`src/rtl/muldiv_pkg.sv`:
```
// Shared encodings and helpers for the iterative multiply/divide unit.
// The negate helper works on a fixed wide vector; callers zero-extend and slice.
package muldiv_pkg;

  localparam int unsigned MAX_W = 128;

  typedef enum logic [1:0] {
    OP_MULT  = 2'b00,
    OP_MULTU = 2'b01,
    OP_DIV   = 2'b10,
    OP_DIVU  = 2'b11
  } op_e;

  typedef enum logic [1:0] {
    IDLE,
    CALC,
    FIX
  } state_e;

  function automatic int unsigned cnt_width(input int unsigned width);
    return (width <= 2) ? 1 : $clog2(width);
  endfunction

  // Two's-complement negate when neg is set; modular, so the low bits of the
  // result are correct for any narrower operand that was zero-extended.
  function automatic logic [MAX_W-1:0] cond_neg(input logic [MAX_W-1:0] x, input logic neg);
    return neg ? (~x + 1'b1) : x;
  endfunction

endpackage

```
`src/rtl/muldiv_unit.sv`:
```
// Iterative radix-2 multiply/divide unit with architectural HI/LO registers.
// Operands are reduced to magnitudes up front; signs are restored in FIX.
module muldiv_unit
  import muldiv_pkg::*;
#(
  parameter int unsigned WIDTH = 32  // even, 4..64
) (
  input  logic             clk,
  input  logic             reset,
  input  logic             start,
  input  logic [1:0]       op,
  input  logic [WIDTH-1:0] a,
  input  logic [WIDTH-1:0] b,
  input  logic             hi_we,
  input  logic             lo_we,
  input  logic [WIDTH-1:0] wdata,
  output logic             busy,
  output logic             done,
  output logic             div_zero,
  output logic [WIDTH-1:0] hi,
  output logic [WIDTH-1:0] lo
);

  localparam int unsigned   CW        = cnt_width(WIDTH);
  localparam logic [CW-1:0] LAST_STEP = CW'(WIDTH - 1);

  state_e state, state_nxt;

  logic [WIDTH-1:0]   operand;
  logic [2*WIDTH-1:0] acc;
  logic [2*WIDTH-1:0] acc_step;
  logic [CW-1:0]      count;
  logic               is_div;
  logic               neg_q;
  logic               neg_r;
  logic               zero_div;

  logic             op_div;
  logic             op_signed;
  logic             sign_a;
  logic             sign_b;
  logic             b_zero;
  logic [MAX_W-1:0] abs_a;
  logic [MAX_W-1:0] abs_b;
  logic [MAX_W-1:0] prod_fix;
  logic [MAX_W-1:0] quot_fix;
  logic [MAX_W-1:0] rem_fix;
  logic [WIDTH:0]   add_sum;
  logic [WIDTH:0]   trial;
  logic [WIDTH-1:0] hi_fix;
  logic [WIDTH-1:0] lo_fix;
  logic             unused_wide;

  assign busy = (state != IDLE);

  always_comb begin
    op_div    = (op == OP_DIV) || (op == OP_DIVU);
    op_signed = (op == OP_MULT) || (op == OP_DIV);
    sign_a    = op_signed & a[WIDTH-1];
    sign_b    = op_signed & b[WIDTH-1];
    b_zero    = (b == '0);
    abs_a     = cond_neg(MAX_W'(a), sign_a);
    abs_b     = cond_neg(MAX_W'(b), sign_b);
  end

  // acc holds the product for multiply, {remainder, quotient} for divide.
  always_comb begin
    add_sum = {1'b0, acc[2*WIDTH-1:WIDTH]} + (acc[0] ? {1'b0, operand} : '0);
    trial   = {acc[2*WIDTH-1:WIDTH], acc[WIDTH-1]} - {1'b0, operand};
    if (is_div) begin
      if (!trial[WIDTH]) begin
        acc_step = {trial[WIDTH-1:0], acc[WIDTH-2:0], 1'b1};
      end else begin
        acc_step = {acc[2*WIDTH-2:0], 1'b0};
      end
    end else begin
      acc_step = {add_sum, acc[WIDTH-1:1]};
    end
  end

  always_comb begin
    prod_fix = cond_neg(MAX_W'(acc), neg_q);
    quot_fix = cond_neg(MAX_W'(acc[WIDTH-1:0]), neg_q);
    rem_fix  = cond_neg(MAX_W'(acc[2*WIDTH-1:WIDTH]), neg_r);
    if (is_div) begin
      hi_fix = rem_fix[WIDTH-1:0];
      lo_fix = quot_fix[WIDTH-1:0];
    end else begin
      hi_fix = prod_fix[2*WIDTH-1:WIDTH];
      lo_fix = prod_fix[WIDTH-1:0];
    end
    unused_wide = ^{abs_a, abs_b, prod_fix, quot_fix, rem_fix};
  end

  always_comb begin
    state_nxt = state;
    unique case (state)
      IDLE: begin
        if (start) begin
          state_nxt = (op_div && b_zero) ? FIX : CALC;
        end
      end
      CALC: begin
        if (count == LAST_STEP) begin
          state_nxt = FIX;
        end
      end
      FIX:     state_nxt = IDLE;
      default: state_nxt = IDLE;
    endcase
  end

  always_ff @(posedge clk) begin
    if (reset) begin
      state <= IDLE;
    end else begin
      state <= state_nxt;
    end
  end

  always_ff @(posedge clk) begin
    if (reset) begin
      operand  <= '0;
      acc      <= '0;
      count    <= '0;
      is_div   <= 1'b0;
      neg_q    <= 1'b0;
      neg_r    <= 1'b0;
      zero_div <= 1'b0;
      done     <= 1'b0;
      div_zero <= 1'b0;
      hi       <= '0;
      lo       <= '0;
    end else begin
      done     <= 1'b0;
      div_zero <= 1'b0;
      unique case (state)
        IDLE: begin
          if (hi_we) hi <= wdata;
          if (lo_we) lo <= wdata;
          if (start) begin
            is_div   <= op_div;
            zero_div <= op_div && b_zero;
            neg_q    <= sign_a ^ sign_b;
            neg_r    <= sign_a;
            operand  <= op_div ? abs_b[WIDTH-1:0] : abs_a[WIDTH-1:0];
            acc      <= {{WIDTH{1'b0}}, (op_div ? abs_a[WIDTH-1:0] : abs_b[WIDTH-1:0])};
            count    <= '0;
          end
        end
        CALC: begin
          acc   <= acc_step;
          count <= count + 1'b1;
        end
        FIX: begin
          done     <= 1'b1;
          div_zero <= zero_div;
          if (!zero_div) begin
            hi <= hi_fix;
            lo <= lo_fix;
          end
        end
        default: ;
      endcase
    end
  end

endmodule
```
`config.mk`:
```
export PLATFORM = sky130hd
export DESIGN_NAME = muldiv_unit
export DESIGN_NICKNAME = d
export VERILOG_FILES = /design/src/rtl/muldiv_pkg.sv /design/src/rtl/muldiv_unit.sv
export SDC_FILE = /design/constraint.sdc
export NUM_CORES = 1
export LEC_CHECK = 0
export ABC_AREA = 1
export BUFFER_PORTS_ARGS = -buffer_cell sky130_fd_sc_hd__buf_2
export CAP_MARGIN = 5
export CORE_UTILIZATION = 40
export DETAILED_ROUTE_END_ITERATION = 10
export SYNTH_ARGS = -nofsm -noshare
export SYNTH_HDL_FRONTEND = slang
export SYNTH_SLANG_ARGS = --single-unit
```
`constraint.sdc`:
```
create_clock -name clk -period 4.15 [get_ports clk]
set_input_delay 0.83 -clock clk [delete_from_list [all_inputs] [get_ports clk]]
set_output_delay 0.83 -clock clk [all_outputs]
set_load 0.01 [all_outputs]
```
== Word level (Yosys, flattened, before mapping) ==
Index checks and enable logic that the tools add are counted.

* Bitwise logic cells: 9
* Equality and inequality tests: 10
* Reductions and logical operators: 15
* $add $sub $neg: 8
* Multiplexer cells: 27

{| class="wikitable"
|+ Operator list
! kind !! count
|-
| $mux 32 || 13
|-
| $mux 64 || 4
|-
| $add 32x1->32 const B || 4
|-
| $not 32->32 || 4
|-
| $pmux 32 s2 || 2
|-
| $pmux 64 s2 || 1
|-
| $add 64x1->64 const B || 1
|-
| $not 64->64 || 1
|-
| $add 32x32->33 || 1
|-
| $sub 33x32->33 || 1
|-
| $logic_not 32->1 || 1
|-
| $ne 2x2->1 const B || 5
|-
| $pmux 5 s2 || 1
|-
| $eq 2x2->1 const B || 3
|-
| $mux 2 || 3
|-
| $reduce_and 2->1 || 3
|-
| $reduce_and 3->1 || 2
|-
| $reduce_bool 2->1 || 3
|-
| $add 5x1->5 const B || 1
|-
| $eq 5x5->1 const B || 1
|-
| $mux 5 || 1
|-
| $logic_not 2->1 || 2
|-
| $pmux 2 s2 || 1
|-
| $and 1x1->1 || 2
|-
| other kinds (7) || 8
|}

* Bits in registers: 173
* Output and inout port bits: 67
* Word-level logic and storage cells: 81

== Depth between registers and ports, before layout ==
* Depth after elaboration: 7
* Mapped depth: 22

== Least setup slack after synthesis ==
No wires, ideal clock.

* Path kind: reg2reg
* Start: register acc[0]
* End: register acc[59]
* Period minus slack after synthesis: 2.586 ns
* Arrival: 2.515 ns
* Required time: 4.079 ns
* Path slack: 1.564 ns
* Cell stages (with the launch flop): 23
* Path through: dfxtp_1 > buf_2 > buf_1 > nand2_1 > inv_1 > ha_1 > inv_1 > fa_1 > inv_1 > nand2_1 > o21ai_2 > nand2_1 > nand2_1 > nand2_1 > nand2_1 > nand2_1 > nand2_1 > nand2_1 > nand3_1 > nand2_1 > inv_1 > nand2_1 > a21oi_1

* Longest elaborated chain between the ends: 4

{| class="wikitable"
|+ Ends and longest elaborated chain
! element !! RTL line !! text
|-
| from (decl) || muldiv_unit.sv:30 || <nowiki>logic [2*WIDTH-1:0] acc;</nowiki>
|-
| from (signal assigned) || muldiv_unit.sv:147 || <nowiki>acc <= {{WIDTH{1'b0}}, (op_div ? abs_a[WIDTH-1:0] : abs_b[WIDTH-1:0])};</nowiki>
|-
| from (signal assigned) || muldiv_unit.sv:152 || <nowiki>acc <= acc_step;</nowiki>
|-
| $mux 32 || muldiv_unit.sv:68 || <nowiki>add_sum = {1'b0, acc[2*WIDTH-1:WIDTH]} + (acc[0] ? {1'b0, operand} : '0);</nowiki>
|-
| $add 32x32->33 || muldiv_unit.sv:68 ||
|-
| $mux 64 || muldiv_unit.sv:70 || <nowiki>if (is_div) begin</nowiki>
|-
| $pmux 64 s2 || muldiv_unit.sv:137 || <nowiki>unique case (state)</nowiki>
|}

Every way passes these cells.
A chain may end at the register's enable or synchronous reset.

== Worst setup path after layout ==
* Start: register acc[0]
* End: register acc[41]

The elaborated chain is that of the path after synthesis.

==> impl_metrics.toml <==
[status]
status = "complete, no violations"

[global_routing]
grt_pass1_vias = 19400
grt_usage = 0.350
gr-total-overflow = 0
grt_max_degree = 88
grt_pass1_wl_mm = 118
antenna_found_initial = 2

[layout]
ff_latch_area_um2 = 3470
nets = 3428
n_fill_cell = 4827
mostFrequentLayoutCells = "nand2_1, inv_1, nand3_1"
layout-drive-gt1-share = 0.0980
mostFrequentLayoutCell = "nand2_1"
final_util = 0.453
multi_input_area_um2 = 11900
area_delta_synth_final_pct = 11.0

[floorplanning]
die_y_um = 212
initial_core_util = 0.408
chipWidth_um = 212
ioPinCount = 170
core_area_um2 = 43300
num_rows = 76
die-area_um2 = 45000

[power_and_ir_drop]
leakagePower_nw = 9.72
irDropWorstVdd_uv = 334
p_per_area_nw_per_um2 = 358

[setup_path]
worstPathRequired_ns = 4.54
path_cells = "nand2_1, inv_1, ha_1, inv_1, fa_1, inv_1, nand2_1, o21ai_2, nand2_1, nand2_1, nand2_1, nand2_1, nor2_1, o21ai_0, nand3_1, a21oi_1"
critPathLaunchType = "flip-flop"
crit_top_cell = "nand2_1"
path_class = "reg2reg"
critPathSlowestCell = "dfxtp_1"
cp_max_fo = 31
path_buf_inv = 3
arrival_ns = 3.77
critPathTopFamily = "flip-flops"
end_kind = "flip-flop"
crit_path_max_incr_delay_ns = 1.00

[logic_synthesis]
synth_enable_flop_cells = 0
synth_fp_nets = 3331
synth_top_area_share = 0.196
yosys.area.top_type = "dfxtp_1"
netlist_area_um2 = 17700
ys_seq_area_frac = 0.196
async_reset_ff_frac = 0
synth.distinct_cells = 55
synth.area.top_cells = "dfxtp_1, nand2_1, inv_1"
syn_area_per_cell_um2 = 5.60
yosysWarnings = 0
synth-seq-cells = 173
synth_cells = 3156
synth_top_flop_cell = "dfxtp_1"

[routing]
dr.pass1.iters = 6
drt_iter0_markers = 2434
viasPerCell = 5.59
vias = 21500
wire_per_inst_um = 20.7
drcViolationCount = 0
wirelength_mm = 79.9
antenna_left = 0

[clock_tree]
cts.sinks = 173
cts_buffers = 17
root_buffer = "clkbuf_16"
clock_path_buffers = 2
cts_max_level = 4
post_cts_buffers = 0
clkSlewWorstSetupHoldPaths_ns = 0.08
cts_resized = 0
clk-insertion-delay-late_ns = 0.46
tritoncts = "yes"
hold_buffers = 0

[timing]
finalHoldViolCount = 0
slew_headroom = 0.273
fmax_mhz = 296
setup_viol = 0
finalSetupTns_ns = 0
finalCritPeriodShare = 0.814
fin_worst_skew_ns = 0.0143
rsz0062_at_grt = "false"
drv_slew = 0
min_period_ns = 3.38
worstMarginPinSlew_ns = 1.09

[min_path]
hp-class = "reg2reg"

[placed_design]
routabilityCongestion = 1.02
dp_hpwl_mm = 65.1
port_buffers = 169

[run]
timing.max_cap.violations = 0
## path summary, 6_finish.rpt
| check | start | endpoint | slack, ns | depth (start not counted) |
|---|---|---|---|---|
| setup / recovery | acc[0] | acc[41] | 0.77 | 16 |
| hold / removal | count[4] | count[4] | 0.48 | 2 |
| setup reg to reg | acc[0] | acc[41] | 0.77 | 16 |
| hold reg to reg | count[4] | count[4] | 0.48 | 2 |
## registers in the layout, indices dropped and copies added, names as in the netlist
| signal | count |
|---|---|
| acc | 64 |
| count | 5 |
| div_zero | 1 |
| done | 1 |
| hi | 32 |
| is_div | 1 |
| lo | 32 |
| neg_q | 1 |
| neg_r | 1 |
| operand | 32 |
| state | 2 |
| zero_div | 1 |
## per-layer routing
| layer | vias up | global-route usage | routed length, µm |
|---|---|---|---|
| met4 | 2 | 0.113 | 2380 |
| li1 | 10500 | - | - |
| met2 | 1036 | 0.522 | 33900 |
| met5 | - | 0 | 13 |
| met1 | 9942 | 0.501 | 35900 |
| met3 | 97 | 0.0650 | 7690 |
## logic make-up (layout without fill, tap and decap cells)
logic type / after synthesis / in the layout / share of synthesized area
adders and majority gates: 72 / 72 / 0.0519
AOI/OAI and AO/OA: 665 / 665 / 0.205
xor gates and xnor gates: 67 / 67 / 0.0332
and+or+nand+nor: 1592 / 1592 / 0.385
DFF: 173 / 173 / 0.196
other: 0 / 1 / 0
buffers and inverters: 587 / 697 / 0.129
## worst min-delay path: cells and delay by family, from the launching register on
family / cells / cell delay [ns]
DFF: 1 / 0.32
AOI/OAI and AO/OA: 1 / 0.05
and+or+nand+nor: 1 / 0.06
## area by class of cell
| type | count | area share |
|---|---|---|
| multi-input cells | 2396 | 0.609 |
| flip-flops and latches | 173 | 0.177 |
| inverters | 459 | 0.0879 |
| repair buffers | 206 | 0.0579 |
| well taps | 585 | 0.0373 |
| clock buffers | 18 | 0.0219 |
| clock inverters | 14 | 0.00874 |
| diodes | 1 | 0.000128 |
## synth_stat cells, drive strengths merged (2+ instances only)
master    n
nand2   897
inv     458
nand3   301
a21oi   294
nor2    273
o21ai   267
dfxtp   173
clkbuf   80
ha       70
buf      48
xor2     46
nor3     43
nand4    42
a31oi    32
o211ai   27
xnor2    21
nand3b   16
or2      13
o21bai   11
o221ai    8
a22oi     7
a21o      5
and2      4
o22ai     3
a21boi    2
and3      2
fa        2
o211a     2
## metrics by stage
step | hold slack, ns | cell area, µm² | std cells | worst slack (ns) | power, mW
finish | 0.480 | 19600 | 3852 | 0.771 | 7.02
global route | 0.514 | 19600 | 3851 | 0.366 | 7.45
CTS | 0.480 | 19600 | 3851 | 0.831 | 6.95
detailed placement | 0.469 | 19000 | 3819 | 0.850 | 5.25
global placement | 0.454 | 19000 | 3819 | 0.844 | 5.24
floorplan | 0.444 | 17700 | 3156 | 1.56 | 4.22
## report_power, final
part | internal (mW) | switching [mW]
registers | 1.84 | 0.246
clock network | 0.912 | 0.803
logic | 0.956 | 2.27
Note: power is estimated with default switching activity, not from simulation.
